`src/rtl/present_enc_core_pkg.sv`:
```
// PRESENT cipher primitives shared by the round logic and the encryption core:
// S-box, permutation layer, key-schedule updates and the core FSM encoding.
package present_pkg;

    localparam int unsigned ROUNDS = 31;
    // Nibble i of SBOX holds S(i).
    localparam logic [63:0] SBOX = 64'h2174_8FE3_DA09_B65C;

    typedef enum logic [1:0] {StIdle, StRun, StDone} state_e;

    function automatic logic [3:0] sbox4(input logic [3:0] x);
        return SBOX[{x, 2'b00} +: 4];
    endfunction

    function automatic logic [63:0] sbox_layer64(input logic [63:0] x);
        logic [63:0] y;
        for (int i = 0; i < 16; i++) y[4*i +: 4] = sbox4(x[4*i +: 4]);
        return y;
    endfunction

    function automatic logic [63:0] p_layer64(input logic [63:0] x);
        logic [63:0] y;
        y = '0;
        y[63] = x[63];
        for (int j = 0; j < 63; j++) y[(16 * j) % 63] = x[j];
        return y;
    endfunction

    function automatic logic [79:0] key_update80(input logic [79:0] k, input logic [4:0] rc);
        logic [79:0] r;
        r = {k[18:0], k[79:19]};
        r[79:76] = sbox4(r[79:76]);
        r[19:15] = r[19:15] ^ rc;
        return r;
    endfunction

    function automatic logic [127:0] key_update128(input logic [127:0] k, input logic [4:0] rc);
        logic [127:0] r;
        r = {k[66:0], k[127:67]};
        r[127:124] = sbox4(r[127:124]);
        r[123:120] = sbox4(r[123:120]);
        r[66:62]   = r[66:62] ^ rc;
        return r;
    endfunction

endpackage

```
`src/rtl/present_enc_core_if.sv`:
```
// Valid/ready handshake bundle for the PRESENT core: plaintext/key in, ciphertext out.
interface present_enc_core_if #(
    parameter int unsigned KEY_W = 80
) ();
    logic             in_valid;
    logic             in_ready;
    logic [63:0]      in_text;
    logic [KEY_W-1:0] in_key;
    logic             out_valid;
    logic             out_ready;
    logic [63:0]      out_text;

    modport master (
        output in_valid, in_text, in_key, out_ready,
        input  in_ready, out_valid, out_text
    );

    modport slave (
        input  in_valid, in_text, in_key, out_ready,
        output in_ready, out_valid, out_text
    );
endinterface

```
`src/rtl/present_enc_core_round.sv`:
```
// One combinational PRESENT round plus key update; when en_i is low the stage is a bypass.
module present_round
    import present_pkg::*;
#(
    parameter int unsigned KEY_W = 80
) (
    input  logic             en_i,
    input  logic [4:0]       rc_i,
    input  logic [63:0]      state_i,
    input  logic [KEY_W-1:0] key_i,
    output logic [63:0]      state_o,
    output logic [KEY_W-1:0] key_o
);
    logic [63:0]      state_rnd;
    logic [KEY_W-1:0] key_rnd;

    assign state_rnd = p_layer64(sbox_layer64(state_i ^ key_i[KEY_W-1 -: 64]));

    if (KEY_W == 128) begin : g_key128
        assign key_rnd = key_update128(key_i, rc_i);
    end else begin : g_key80
        assign key_rnd = key_update80(key_i, rc_i);
    end

    assign state_o = en_i ? state_rnd : state_i;
    assign key_o   = en_i ? key_rnd   : key_i;
endmodule

```
`src/rtl/present_enc_core.sv`:
```
// Iterative PRESENT encryption core: UNROLL chained rounds per clock, 31 rounds plus
// final whitening, valid/ready handshakes on input and output.
module present_enc_core
    import present_pkg::*;
#(
    parameter int unsigned KEY_W  = 80,
    parameter int unsigned UNROLL = 1
) (
    input logic               clk,
    input logic               rst_n,
    present_enc_core_if.slave bus
);
    if (!(KEY_W == 80 || KEY_W == 128)) begin : g_bad_key_w
        $fatal(1, "present_enc_core: KEY_W must be 80 or 128");
    end
    if (UNROLL == 0 || UNROLL > ROUNDS) begin : g_bad_unroll
        $fatal(1, "present_enc_core: UNROLL must be in 1..31");
    end

    state_e           fsm_q, fsm_d;
    logic [63:0]      state_q, state_d;
    logic [KEY_W-1:0] key_q, key_d;
    logic [5:0]       rc_q, rc_d;
    logic [63:0]      out_text_q, out_text_d;
    logic             in_ready_q, in_ready_d;
    logic             out_valid_q, out_valid_d;

    logic [63:0]      st_chain  [UNROLL+1];
    logic [KEY_W-1:0] key_chain [UNROLL+1];

    assign st_chain[0]  = state_q;
    assign key_chain[0] = key_q;

    // Stages whose round index would exceed 31 are bypassed on the final cycle.
    for (genvar g = 0; g < UNROLL; g++) begin : g_round
        logic [6:0] rc_stage;
        assign rc_stage = {1'b0, rc_q} + 7'(g);
        present_round #(
            .KEY_W(KEY_W)
        ) u_round (
            .en_i    (rc_stage <= 7'(ROUNDS)),
            .rc_i    (rc_stage[4:0]),
            .state_i (st_chain[g]),
            .key_i   (key_chain[g]),
            .state_o (st_chain[g+1]),
            .key_o   (key_chain[g+1])
        );
    end

    logic [6:0] rc_ext, rc_remain, rc_step;
    logic       last_step;

    assign rc_ext    = {1'b0, rc_q};
    assign rc_remain = 7'd32 - rc_ext;
    assign rc_step   = (7'(UNROLL) < rc_remain) ? 7'(UNROLL) : rc_remain;
    assign last_step = (rc_ext + 7'(UNROLL)) >= 7'd32;

    always_comb begin
        fsm_d      = fsm_q;
        state_d    = state_q;
        key_d      = key_q;
        rc_d       = rc_q;
        out_text_d = out_text_q;
        unique case (fsm_q)
            StIdle: begin
                if (bus.in_valid && in_ready_q) begin
                    state_d = bus.in_text;
                    key_d   = bus.in_key;
                    rc_d    = 6'd1;
                    fsm_d   = StRun;
                end
            end
            StRun: begin
                state_d = st_chain[UNROLL];
                key_d   = key_chain[UNROLL];
                rc_d    = 6'(rc_ext + rc_step);
                if (last_step) begin
                    out_text_d = st_chain[UNROLL] ^ key_chain[UNROLL][KEY_W-1 -: 64];
                    fsm_d      = StDone;
                end
            end
            StDone: begin
                if (bus.out_ready) fsm_d = StIdle;
            end
            default: fsm_d = StIdle;
        endcase
        in_ready_d  = (fsm_d == StIdle);
        out_valid_d = (fsm_d == StDone);
    end

    always_ff @(posedge clk or negedge rst_n) begin
        if (!rst_n) begin
            fsm_q       <= StIdle;
            state_q     <= '0;
            key_q       <= '0;
            rc_q        <= '0;
            out_text_q  <= '0;
            in_ready_q  <= 1'b0;
            out_valid_q <= 1'b0;
        end else begin
            fsm_q       <= fsm_d;
            state_q     <= state_d;
            key_q       <= key_d;
            rc_q        <= rc_d;
            out_text_q  <= out_text_d;
            in_ready_q  <= in_ready_d;
            out_valid_q <= out_valid_d;
        end
    end

    assign bus.in_ready  = in_ready_q;
    assign bus.out_valid = out_valid_q;
    assign bus.out_text  = out_text_q;
endmodule

```
`src/flat_wrapper.sv`:
```
// flat-port wrapper written by rule: the top's interface ports become plain ports
module present_enc_core_flat import present_pkg::*;
#(
    parameter int unsigned KEY_W  = 80,
    parameter int unsigned UNROLL = 1
)
  (clk, rst_n, bus_in_valid, bus_in_text, bus_in_key, bus_out_ready, bus_in_ready, bus_out_valid, bus_out_text);
  present_enc_core_if #(.KEY_W(KEY_W)) bus_i ();
  input logic clk;
  input logic rst_n;
  input wire logic [$bits(bus_i.in_valid)-1:0] bus_in_valid;
  input wire logic [$bits(bus_i.in_text)-1:0] bus_in_text;
  input wire logic [$bits(bus_i.in_key)-1:0] bus_in_key;
  input wire logic [$bits(bus_i.out_ready)-1:0] bus_out_ready;
  output wire logic [$bits(bus_i.in_ready)-1:0] bus_in_ready;
  output wire logic [$bits(bus_i.out_valid)-1:0] bus_out_valid;
  output wire logic [$bits(bus_i.out_text)-1:0] bus_out_text;
  assign bus_i.in_valid = bus_in_valid;
  assign bus_i.in_text = bus_in_text;
  assign bus_i.in_key = bus_in_key;
  assign bus_i.out_ready = bus_out_ready;
  assign bus_in_ready = bus_i.in_ready;
  assign bus_out_valid = bus_i.out_valid;
  assign bus_out_text = bus_i.out_text;
  present_enc_core #(.KEY_W(KEY_W), .UNROLL(UNROLL)) u_core (.clk(clk), .rst_n(rst_n), .bus(bus_i));
endmodule
```
`config.mk`:
```
export PLATFORM = sky130hd
export DESIGN_NAME = present_enc_core_flat
export DESIGN_NICKNAME = d
export VERILOG_FILES = /design/src/rtl/present_enc_core_pkg.sv /design/src/rtl/present_enc_core_if.sv /design/src/rtl/present_enc_core_round.sv /design/src/rtl/present_enc_core.sv /design/src/flat_wrapper.sv
export SDC_FILE = /design/constraint.sdc
export NUM_CORES = 1
export LEC_CHECK = 0
export CAP_MARGIN = 10
export CORE_ASPECT_RATIO = 1.2
export CORE_MARGIN = 4
export CORE_UTILIZATION = 55
export DETAILED_ROUTE_END_ITERATION = 12
export MAX_ROUTING_LAYER = met4
export PLACE_DENSITY = 0.8
export SKIP_LAST_GASP = 1
export SLEW_MARGIN = 20
export SYNTH_ARGS = -nofsm -noshare
export SYNTH_HDL_FRONTEND = slang
export SYNTH_SLANG_ARGS = --single-unit
export TNS_END_PERCENT = 5
```
`constraint.sdc`:
```
create_clock -name clk -period 2.6 [get_ports clk]
set_input_delay 0.52 -clock clk [delete_from_list [all_inputs] [get_ports clk]]
set_output_delay 0.52 -clock clk [all_outputs]
set_load 0.02 [all_outputs]
```
==> results of run 1 <==
[state kept, by name, summed over array words and instances, names as in the netlist]
name                  count
u_core.bus.in_ready       1
u_core.bus.out_text      64
u_core.bus.out_valid      1
u_core.fsm_q              2
u_core.key_q             80
u_core.rc_q               6
u_core.state_q           64
[critical path: cells and delay by family (launching register included)]
family | cells | cell delay [ns]
fa+ha+maj | 1 | 0.35
mux | 1 | 0.08
compound gates | 3 | 0.67
buf+inv | 1 | 0.14
flops | 1 | 0.48
xor+xnor | 2 | 0.70
[final cells by class]
type                            count  area share
Multi-Input combinational cell   1152      0.4480
Sequential cell                   218      0.3036
Inverter                           65     0.01357
Timing Repair Buffer              308      0.1684
Tap cell                          325     0.02262
Clock buffer                       35     0.03967
Clock inverter                      8    0.003897
Antenna cell                        1   0.0001392
[cell families after synthesis]
| kind of cell | count (synthesis) | share of synthesized area |
|---|---|---|
| flops | 218 | 0.3878 |
| fa+ha+maj | 74 | 0.06581 |
| compound gates | 347 | 0.1455 |
| xor+xnor | 159 | 0.1110 |
| other cells | 1 | 0.0002666 |
| mux | 161 | 0.1277 |
| simple gates | 408 | 0.1177 |
| buf+inv | 155 | 0.04429 |
[worst max-delay path by stage]
stage | startpoint | endpoint | slack, ns | depth (start not counted)
after floorplan | u_core.key_q[49] | u_core.bus.out_text[24] | 0.57 | 7
after global placement | u_core.key_q[56] | u_core.bus.out_text[58] | 0.0003 | 8
after detailed placement | u_core.key_q[56] | u_core.bus.out_text[58] | -0.003 | 8
after CTS | u_core.key_q[21] | u_core.bus.out_text[33] | 0.09 | 8
after global routing | u_core.key_q[21] | u_core.bus.out_text[33] | -0.09 | 8
final | u_core.key_q[49] | u_core.bus.out_text[56] | 0.02 | 8
[cell usage in the layout (no fill, tap or decap), types with 26 or more instances in the layout]
master,count
dfrtp_1,217
clkdlybuf4s50_1,212
nor2_1,209
nand2_1,146
mux2i_1,138
o22ai_1,106
xnor2_1,88
o21ai_0,83
buf_4,80
a21oi_1,79
ha_1,74
inv_1,64
xor2_1,47
a31oi_1,26
[through the flow]
stage	std cells	TNS (ns)	hold slack [ns]
global route	2112	-0.2311	0.5157
finish	2112	0	0.4785
detailed placement	2067	-0.003267	0.4700
CTS	2111	0	0.4838
floorplan	1525	0	0.2244
global placement	2067	0	0.4612
[Yosys cell counts, types with 5 or more instances]
| cell | instances | area, um^2 |
|---|---|---|
| and3_1 | 11 | 68.82 |
| o21ai_0 | 83 | 415.4 |
| nand2_1 | 149 | 559.3 |
| o22ai_1 | 106 | 663.1 |
| xor2_2 | 6 | 97.59 |
| mux4_2 | 11 | 247.7 |
| mux2i_1 | 138 | 1381 |
| o21ai_1 | 9 | 45.04 |
| a211oi_1 | 5 | 37.54 |
| xnor2_2 | 14 | 227.7 |
| nor2_1 | 210 | 788.3 |
| nor3_1 | 5 | 25.02 |
| mux2_2 | 8 | 90.09 |
| a21oi_1 | 79 | 395.4 |
| nand2b_1 | 8 | 50.05 |
| buf_2 | 23 | 115.1 |
| xnor2_1 | 91 | 797.0 |
| nor3b_1 | 9 | 67.56 |
| a221o_1 | 8 | 80.08 |
| nand3_1 | 8 | 40.04 |
| ha_1 | 74 | 925.9 |
| o211ai_1 | 6 | 45.04 |
| xor2_1 | 47 | 411.6 |
| dfrtp_1 | 218 | 5455 |
| a22oi_1 | 6 | 45.04 |
| buf_1 | 9 | 33.78 |
| clkbuf_1 | 55 | 206.5 |
| inv_1 | 65 | 244.0 |
| a31oi_1 | 26 | 162.7 |
[repair_timing]
item | in CTS | in global routing
setup buffers | 0 | 0
hold buffers | 1 | 0
endpoints found under the hold margin | 13 | 0
pin swaps | 0 | 0
setup endpoints to repair | 1 | 4
gates resized for setup | 2 | 1
[layer usage]
layer  track usage  wire length (um)  up-vias
li1              -                 -     5764
met4        0.1845              3185        0
met2        0.5350             22290      690
met3       0.07010              4487      163
met1        0.4401             19300     6251
met5             -                 0        -
==> run summary, run 1 <==
syn avg cell area - 9.237 um^2
R2R setup slack - 0.02 ns
Die Area - 28210 um^2
Design Area, Final - 17980 um^2
initial antenna violation count - 1
layout cells sized above 1 - 0.1058
vias in the first global route - 12.84k
DR pass1 iterations - 6
cts bufs inserted - 24
post-route ant nets - 0
Worst-Margin Slew - 0.6245 ns
Core Box Area - 24990 um^2
Setup Skew - 0.01053 ns
nets - 1991
status - completed
Final WS setup - 0.02095 ns
post-layout util - 0.7195
FF-to-FF path depth - 8
final slew viol count - 0
HP Start - u_core.bus.out_text[21]
Setup Viol. Count Final - 0
post-synthesis sequential area ratio - 0.3878
Post-Syn Instances - 1523
post-synth cell types - 55
Hold Path Depth - 2
Iter 0 DRT Violations - 1178
Initial Util - 0.5630
CTS clk-pin slew, worst paths - 0.06 ns
DP Area - 17160 um^2
Critical Path Source Type - flip-flop
fin crit period - 2.579 ns
first-pass GRT wire length - 74.71 mm
yosys warns - 0
clk buf depth - 3
Crit path largest cell delay - 0.48 ns
r2r startpoint - u_core.key_q[49]
number of H-tree levels - 1
worst reg2reg path endpoint - u_core.bus.out_text[56]
Req. time, crit path - 2.99 ns
Post-Synthesis Cell Area - 14070 um^2
Setup WS pre-CTS - -0.003267 ns
vias per cell - 6.093
pin count of the biggest net entering global routing - 73
drt wl/cell - 23.33 um
FF+latch area - 5459 um^2
area taken by multi-input logic gates - 8055 um^2
Fillers - 1838
Rows - 63
GRT overflow - 0
crit-path max FO - 5
Tot GR Track Use - 0.3496
worst skew pair latency - 0.53 ns
Yosys reg bits - 218
Async SR Flop Fraction - 1.000
clk sinks - 218
worst hold-check path type - flip-flop to flip-flop
crit share post-route - 0.9919
DP HPWL - 36.89 mm
Post-synth EDFFs - 0
detailed-route via count - 12.87k
CP arrival - 2.97 ns
WL final - 49.26 mm
fmax - 387.7 MHz
clock tree from TritonCTS - built
highest-delay cell along the critical path - dfrtp_1
RSZ-0062 raised after global routing - yes
Critical Path Most Common Cell - o21ai_0
Hold Vio Cnt, Final - 0
Area growth, synth to finish - 27.79%
Root Driver - clkbuf_16
Top FF cell, synth - dfrtp_1
Residual DRC - 0
IO Pins - 214
die width - 154 um
Worst Hold Endpoint - u_core.bus.out_text[21]
Worst Path Class, Setup - flip-flop to flip-flop
CP Cell Sequence - xnor2_1, inv_1, ha_1, mux2i_1, a21oi_1, o21ai_0, xor2_1, o21ai_0
Critical Path Sink Type - flip-flop
gp weighted congestion - 0.9912
max-cap viol count - 0
port bufs - 213
die span in y - 183.2 um
relative slew slack - 0.5837
Power of run 1 is left out: the tool's default activity adds up to more than one toggle a clock period on the data nets, which glitch-free logic cannot reach.
==> inputs of run 2 (changes only) <==
--- a/config.mk
+++ b/config.mk
@@ -9,6 +9,7 @@
 export CORE_ASPECT_RATIO = 1.2
 export CORE_MARGIN = 4
 export CORE_UTILIZATION = 55
+export CTS_CLUSTER_DIAMETER = 40
 export DETAILED_ROUTE_END_ITERATION = 12
 export MAX_ROUTING_LAYER = met4
 export PLACE_DENSITY = 0.8
==> run 2 against run 1 <==
  * The run now ends with negative hold slack left
  * Clock skew increased by 0.010 ns
  * Critical endpoint unchanged
  * Fmax fell by 0.40%
  * Via count increased by 1.2%
  * Hold slack got worse by 0.49 ns
  * Critical path type unchanged
  * Cell count rose by 0.90%
  * Count of clock-buffer cells in the layout increased by 8
  * Core utilization increased by 1.5 points
  * Flip-flop and latch count unchanged
  * Critical path depth unchanged
==> run summary, run 2 (synthesis results as in run 1) <==
pin count of the biggest net entering global routing - 73 (unchanged)
DP HPWL - 36.89 mm (unchanged)
Residual DRC - 0 (unchanged)
DP Area - 17160 um^2 (unchanged)
Iter 0 DRT Violations - 1407 (was 1178)
Die Area - 28210 um^2 (unchanged)
Worst-Margin Slew - 0.6431 ns (was 0.6245 ns)
most frequent cells in the layout - 217 x dfrtp_1, 212 x clkdlybuf4s50_1, 209 x nor2_1, 146 x nand2_1, 138 x mux2i_1 (unchanged)
relative slew slack - 0.5713 (was 0.5837)
final slew viol count - 0 (unchanged)
Largest register FFs - 80 (unchanged)
crit share post-route - 0.9959 (was 0.9919)
number of H-tree levels - 2 (was 1)
Final WS setup - 0.01061 ns (was 0.02095 ns)
Setup Skew - 0.02065 ns (was 0.01053 ns)
post-route ant nets - 0 (unchanged)
highest-delay cell along the critical path - dfrtp_1 (unchanged)
vias per cell - 6.112 (was 6.093)
IO Pins - 214 (unchanged)
Crit path largest cell delay - 0.48 ns (about the same)
worst reg2reg path endpoint - u_core.bus.out_text[56] (unchanged)
port bufs - 213 (unchanged)
commonest non-fill, non-tap cell in the layout - dfrtp_1 (unchanged)
Critical Path Source Type - flip-flop (unchanged)
detailed-route via count - 13.02k (was 12.87k)
Root Driver - clkbuf_16 (unchanged)
Critical Path Sink Type - flip-flop (unchanged)
Req. time, crit path - 2.97 ns (was 2.99 ns)
WL met1 - 19.10 mm (was 19.30 mm)
Fillers - 1814 (was 1838)
vias in the first global route - 13.11k (was 12.84k)
Area growth, synth to finish - 30.39% (was 27.79%)
Initial Util - 0.5630 (unchanged)
DR pass1 iterations - 6 (unchanged)
R2R setup slack - 0.01 ns (was 0.02 ns)
Critical Path Most Common Cell - o21ai_0 (unchanged)
DR WL met3 - 4.961 mm (was 4.487 mm)
Setup Viol. Count Final - 0 (unchanged)
clk buf depth - 3 (unchanged)
layout cells sized above 1 - 0.1164 (was 0.1058)
CP Cell Sequence - xnor2_1, inv_1, ha_1, mux2i_1, a21oi_1, o21ai_0, xor2_1, o21ai_0 (unchanged)
clock tree from TritonCTS - built (unchanged)
RSZ-0062 raised after global routing - yes (unchanged)
clk sinks - 218 (unchanged)
die span in y - 183.2 um (unchanged)
gp weighted congestion - 0.9912 (unchanged)
worst skew pair latency - 0.51 ns (was 0.53 ns)
Worst Path Class, Setup - flip-flop to flip-flop (unchanged)
worst hold-check path type - input pin to async pin (was flip-flop to flip-flop)
post-CTS setup buffer count - 0 (unchanged)
die width - 154 um (unchanged)
drt wl/cell - 23.52 um (was 23.33 um)
Design Area, Final - 18340 um^2 (was 17980 um^2)
highest metal used - met4 (unchanged)
GRT overflow - 0 (unchanged)
post-layout util - 0.7341 (was 0.7195)
cts bufs inserted - 35 (was 24)
initial antenna violation count - 2 (was 1)
fmax - 386.2 MHz (was 387.7 MHz)
Core Box Area - 24990 um^2 (unchanged)
WL met2 - 22.75 mm (was 22.29 mm)
Setup WS pre-CTS - -0.003267 ns (unchanged)
fin crit period - 2.589 ns (was 2.579 ns)
WHS - -0.01193 ns (was 0.4785 ns)
status - finished, violations left (was completed)
Hold Vio Cnt, Final - 1 (was 0)
CTS clk-pin slew, worst paths - 0.06 ns (about the same)
violated checks - negative hold slack
nets - 2001 (was 1991)
Tot GR Track Use - 0.3573 (was 0.3496)
first-pass GRT wire length - 75.80 mm (was 74.71 mm)
FF-to-FF path depth - 8 (unchanged)
Reg with most FFs - u_core.key_q (unchanged)
Rows - 63 (unchanged)
crit-path max FO - 5 (unchanged)
max-cap viol count - 0 (unchanged)
CP arrival - 2.96 ns (was 2.97 ns)
WL final - 50.13 mm (was 49.26 mm)
r2r startpoint - u_core.key_q[49] (unchanged)
==> run 2: cell types whose count changed in the layout (fill, tap and decap cells not counted) <==
cell,before,now
clkbuf_16,25,37
inv_6,0,2
bufinv_16,1,2
clkbuf_1,5,3
clkinv_2,5,7
clkinv_4,0,4
clkinvlp_4,2,4
clkbuf_8,5,3
diode_2,1,2
dlygate4sd3_1,1,0
==> run 2: cell type report <==
type | count | area, um^2 | share of cell area
multi-input combinational | 1152 | 8055 | 0.4391
sequential | 218 | 5459 | 0.2976
timing repair buffer | 307 | 3018 | 0.1645
clock buffer | 43 | 978.4 | 0.05334
tap | 325 | 406.6 | 0.02217
inverter | 65 | 244.0 | 0.01330
clock inverter | 19 | 177.7 | 0.009686
antenna | 2 | 5.005 | 0.0002728
==> run 2: what timing repair did <==
action / 4_1_cts / 5_1_grt
pin swaps: 0 / 0
resized for setup: 2 / 1
hold buffers: 0 / 0
setup endpoints to repair: 1 / 6
==> run 2: critical path: cells and delay by family, from the launching register on <==
kind | cells | cell delay [ns]
adder cells (fa/ha/maj) | 1 | 0.36
AO/OA/AOI/OAI | 3 | 0.59
multiplexers | 1 | 0.15
flip-flops | 1 | 0.48
XOR/XNOR | 2 | 0.72
buffers and inverters | 1 | 0.14
==> run 2: layer usage <==
layer / GRT usage / up-vias
met1: 0.4499 / 6303
met4: 0.2035 / 0
met3: 0.07080 / 167
li1: - / 5792
met5: - / -
met2: 0.5399 / 762
==> run 2: worst max path at each step <==
stage                                 from                 endpoint  slack [ns]  cells after the start
after floorplan           u_core.key_q[49]  u_core.bus.out_text[24]        0.57                      7
after CTS                 u_core.key_q[21]  u_core.bus.out_text[33]        0.08                      8
final                     u_core.key_q[49]  u_core.bus.out_text[56]        0.01                      8
after detailed placement  u_core.key_q[56]  u_core.bus.out_text[58]      -0.003                      8
after global placement    u_core.key_q[56]  u_core.bus.out_text[58]      0.0003                      8
after global routing      u_core.key_q[21]  u_core.bus.out_text[33]       -0.09                      8
==> run 2: metrics by stage <==
stage / std cells / TNS (ns)
floorplan: 1525 / 0
global placement: 2067 / 0
detailed placement: 2067 / -0.003267
CTS: 2129 / 0
global route: 2131 / -0.2016
finish: 2131 / 0
Power of run 2 is left out for the same reason.
==> inputs of run 3 (changes only) <==
--- a/config.mk
+++ b/config.mk
@@ -8,11 +8,12 @@
 export CAP_MARGIN = 10
 export CORE_ASPECT_RATIO = 1.2
 export CORE_MARGIN = 4
-export CORE_UTILIZATION = 55
+export CORE_UTILIZATION = 57
+export CTS_BUF_LIST = sky130_fd_sc_hd__clkbuf_8
 export CTS_CLUSTER_DIAMETER = 40
 export DETAILED_ROUTE_END_ITERATION = 12
 export MAX_ROUTING_LAYER = met4
-export PLACE_DENSITY = 0.8
+export PLACE_DENSITY = 0.83
 export SKIP_LAST_GASP = 1
 export SLEW_MARGIN = 20
 export SYNTH_ARGS = -nofsm -noshare
==> run 3 against run 2 <==
  * The flow now finishes without violations
  * Register-to-register slack improved by 0.05 ns
  * Sequential share of layout area increased by 0.77 points
  * Die area shrank 3.3%
  * Critical endpoint is now u_core.bus.out_text[58]
  * Critical path type unchanged
==> run summary, run 3 (synthesis results as in run 1) <==
status - completed (was finished, violations left)
fmax - 393.5 MHz (was 386.2 MHz)
final slew viol count - 0 (unchanged)
clk buf depth - 3 (unchanged)
vias per cell - 6.101 (was 6.112)
FF+latch area - 5459 um^2 (unchanged)
drt wl/cell - 23.51 um (was 23.52 um)
Reg with most FFs - u_core.key_q (unchanged)
Initial Util - 0.5831 (was 0.5630)
post-layout util - 0.7412 (was 0.7341)
clock tree from TritonCTS - built (unchanged)
Critical Path Sink Type - flip-flop (unchanged)
IO Pins - 214 (unchanged)
Buf/Inv on CP - 2 (was 1)
Req. time, crit path - 3.02 ns (was 2.97 ns)
most frequent cells in the layout - 217 x dfrtp_1, 212 x clkdlybuf4s50_1, 209 x nor2_1, 146 x nand2_1, 138 x mux2i_1 (unchanged)
commonest non-fill, non-tap cell in the layout - dfrtp_1 (unchanged)
first-pass GRT wire length - 75.42 mm (was 75.80 mm)
Critical Path Source Type - flip-flop (unchanged)
vias in the first global route - 12.78k (was 13.11k)
crit share post-route - 0.9775 (was 0.9959)
worst hold-check path type - flip-flop to flip-flop (was input pin to async pin)
layout cells sized above 1 - 0.1129 (was 0.1164)
Residual DRC - 0 (unchanged)
pin count of the biggest net entering global routing - 73 (unchanged)
relative slew slack - 0.5417 (was 0.5713)
CP arrival - 2.97 ns (was 2.96 ns)
Setup Viol. Count Final - 0 (unchanged)
Hold Vio Cnt, Final - 0 (was 1)
DR pass1 iterations - 6 (unchanged)
gp weighted congestion - 0.9942 (was 0.9912)
Core Box Area - 24130 um^2 (was 24990 um^2)
fin crit period - 2.542 ns (was 2.589 ns)
Tot GR Track Use - 0.3724 (was 0.3573)
CTS clk-pin slew, worst paths - 0.07 ns (was 0.06 ns)
Setup Skew - 0.01922 ns (was 0.02065 ns)
clk sinks - 218 (unchanged)
Area growth, synth to finish - 27.10% (was 30.39%)
Crit path largest cell delay - 0.49 ns (was 0.48 ns)
Die Area - 27270 um^2 (was 28210 um^2)
nets - 2000 (was 2001)
RSZ-0062 raised after global routing - yes (unchanged)
initial antenna violation count - 1 (was 2)
cts bufs inserted - 39 (was 35)
Worst Path Class, Setup - flip-flop to flip-flop (unchanged)
die span in y - 180.1 um (was 183.2 um)
die width - 151.4 um (was 154 um)
worst skew pair latency - 0.56 ns (was 0.51 ns)
Largest register FFs - 80 (unchanged)
port bufs - 213 (unchanged)
WL final - 50.02 mm (was 50.13 mm)
Root Driver - clkbuf_8 (was clkbuf_16)
max-cap viol count - 0 (unchanged)
area taken by multi-input logic gates - 8055 um^2 (unchanged)
Fillers - 1755 (was 1814)
DP HPWL - 37.11 mm (was 36.89 mm)
Iter 0 DRT Violations - 1478 (was 1407)
post-route ant nets - 0 (unchanged)
Worst-Margin Slew - 0.6825 ns (was 0.6431 ns)
detailed-route via count - 12.98k (was 13.02k)
crit-path max FO - 5 (unchanged)
Top delay family on crit path - compound AO/OA/AOI/OAI gates (was XOR/XNOR gates)
highest-delay cell along the critical path - dfrtp_1 (unchanged)
CP Cell Sequence - xnor2_1, inv_1, ha_1, inv_1, o311ai_2, o21ai_0, xor2_1, o21ai_0 (was xnor2_1, inv_1, ha_1, mux2i_1, a21oi_1, o21ai_0, xor2_1, o21ai_0)
GRT overflow - 0 (unchanged)
number of H-tree levels - 2 (unchanged)
final setup TNS - 0 ns (unchanged)
Rows - 62 (was 63)
==> run 3: changes by cell type in the layout (fill, tap and decap cells not counted), sizes merged <==
cell | previous run | this run
buf | 95 | 89
clkinv | 11 | 5
diode | 2 | 1
inv | 67 | 77
dlygate4sd3 | 0 | 1
clkbuf | 43 | 48
bufinv | 2 | 1
==> run 3: path summary, 6_finish.rpt <==
kind | from | slack, ns | cells past startpoint | end
max in group asynchronous | rst_n | 1.24 | 3 | u_core.bus.out_text[0]
min in group asynchronous | rst_n | 0.54 | 2 | u_core.state_q[59]
setup reg to reg | u_core.key_q[57] | 0.06 | 8 | u_core.bus.out_text[58]
setup / recovery | u_core.key_q[57] | 0.06 | 8 | u_core.bus.out_text[58]
hold / removal | u_core.bus.out_text[16] | 0.47 | 2 | u_core.bus.out_text[16]
hold reg to reg | u_core.bus.out_text[16] | 0.47 | 2 | u_core.bus.out_text[16]
==> run 3: tightest hold or removal path, delay by kind of cell (launching register included) <==
family / cells / cell delay (ns)
AO/OA/AOI/OAI: 1 / 0.06
flip-flops: 1 / 0.34
AND/OR/NAND/NOR: 1 / 0.04
==> run 3: repair_timing <==
action	in CTS	in global routing
endpoints found under the hold margin	68	0
hold buffers	1	0
setup buffers	0	0
setup endpoints to repair	2	8
gates resized for setup	1	3
==> run 3: cell type report <==
cell class              count  share of cell area
diodes                      1           0.0001399
clock buffers              48             0.03695
clock inverters            22            0.007767
inverters                  65             0.01364
multi-input cells        1152              0.4505
flip-flops and latches    218              0.3053
well taps                 320             0.02239
repair buffers            302              0.1633
==> run 3: per-layer routing <==
layer	GRT usage	vias to the layer above	routed length, um
met4	0.1978	0	3436
met3	0.06365	190	4456
met5	-	-	0
met1	0.4794	6296	19070
li1	-	5792	-
met2	0.5611	704	23060
==> run 3: per-stage QoR <==
stage	instances	hold slack (ns)	setup slack [ns]	cell area [um^2]
after CTS	2127	0.4837	0.02916	17860
after floorplan	1525	0.2244	0.5736	14080
final	2128	0.4747	0.05849	17880
after detailed placement	2056	0.4707	-0.1691	17050
after global placement	2056	0.4608	-0.1184	17050
after global routing	2128	0.4911	-0.06510	17880
Power of run 3 is left out for the same reason.
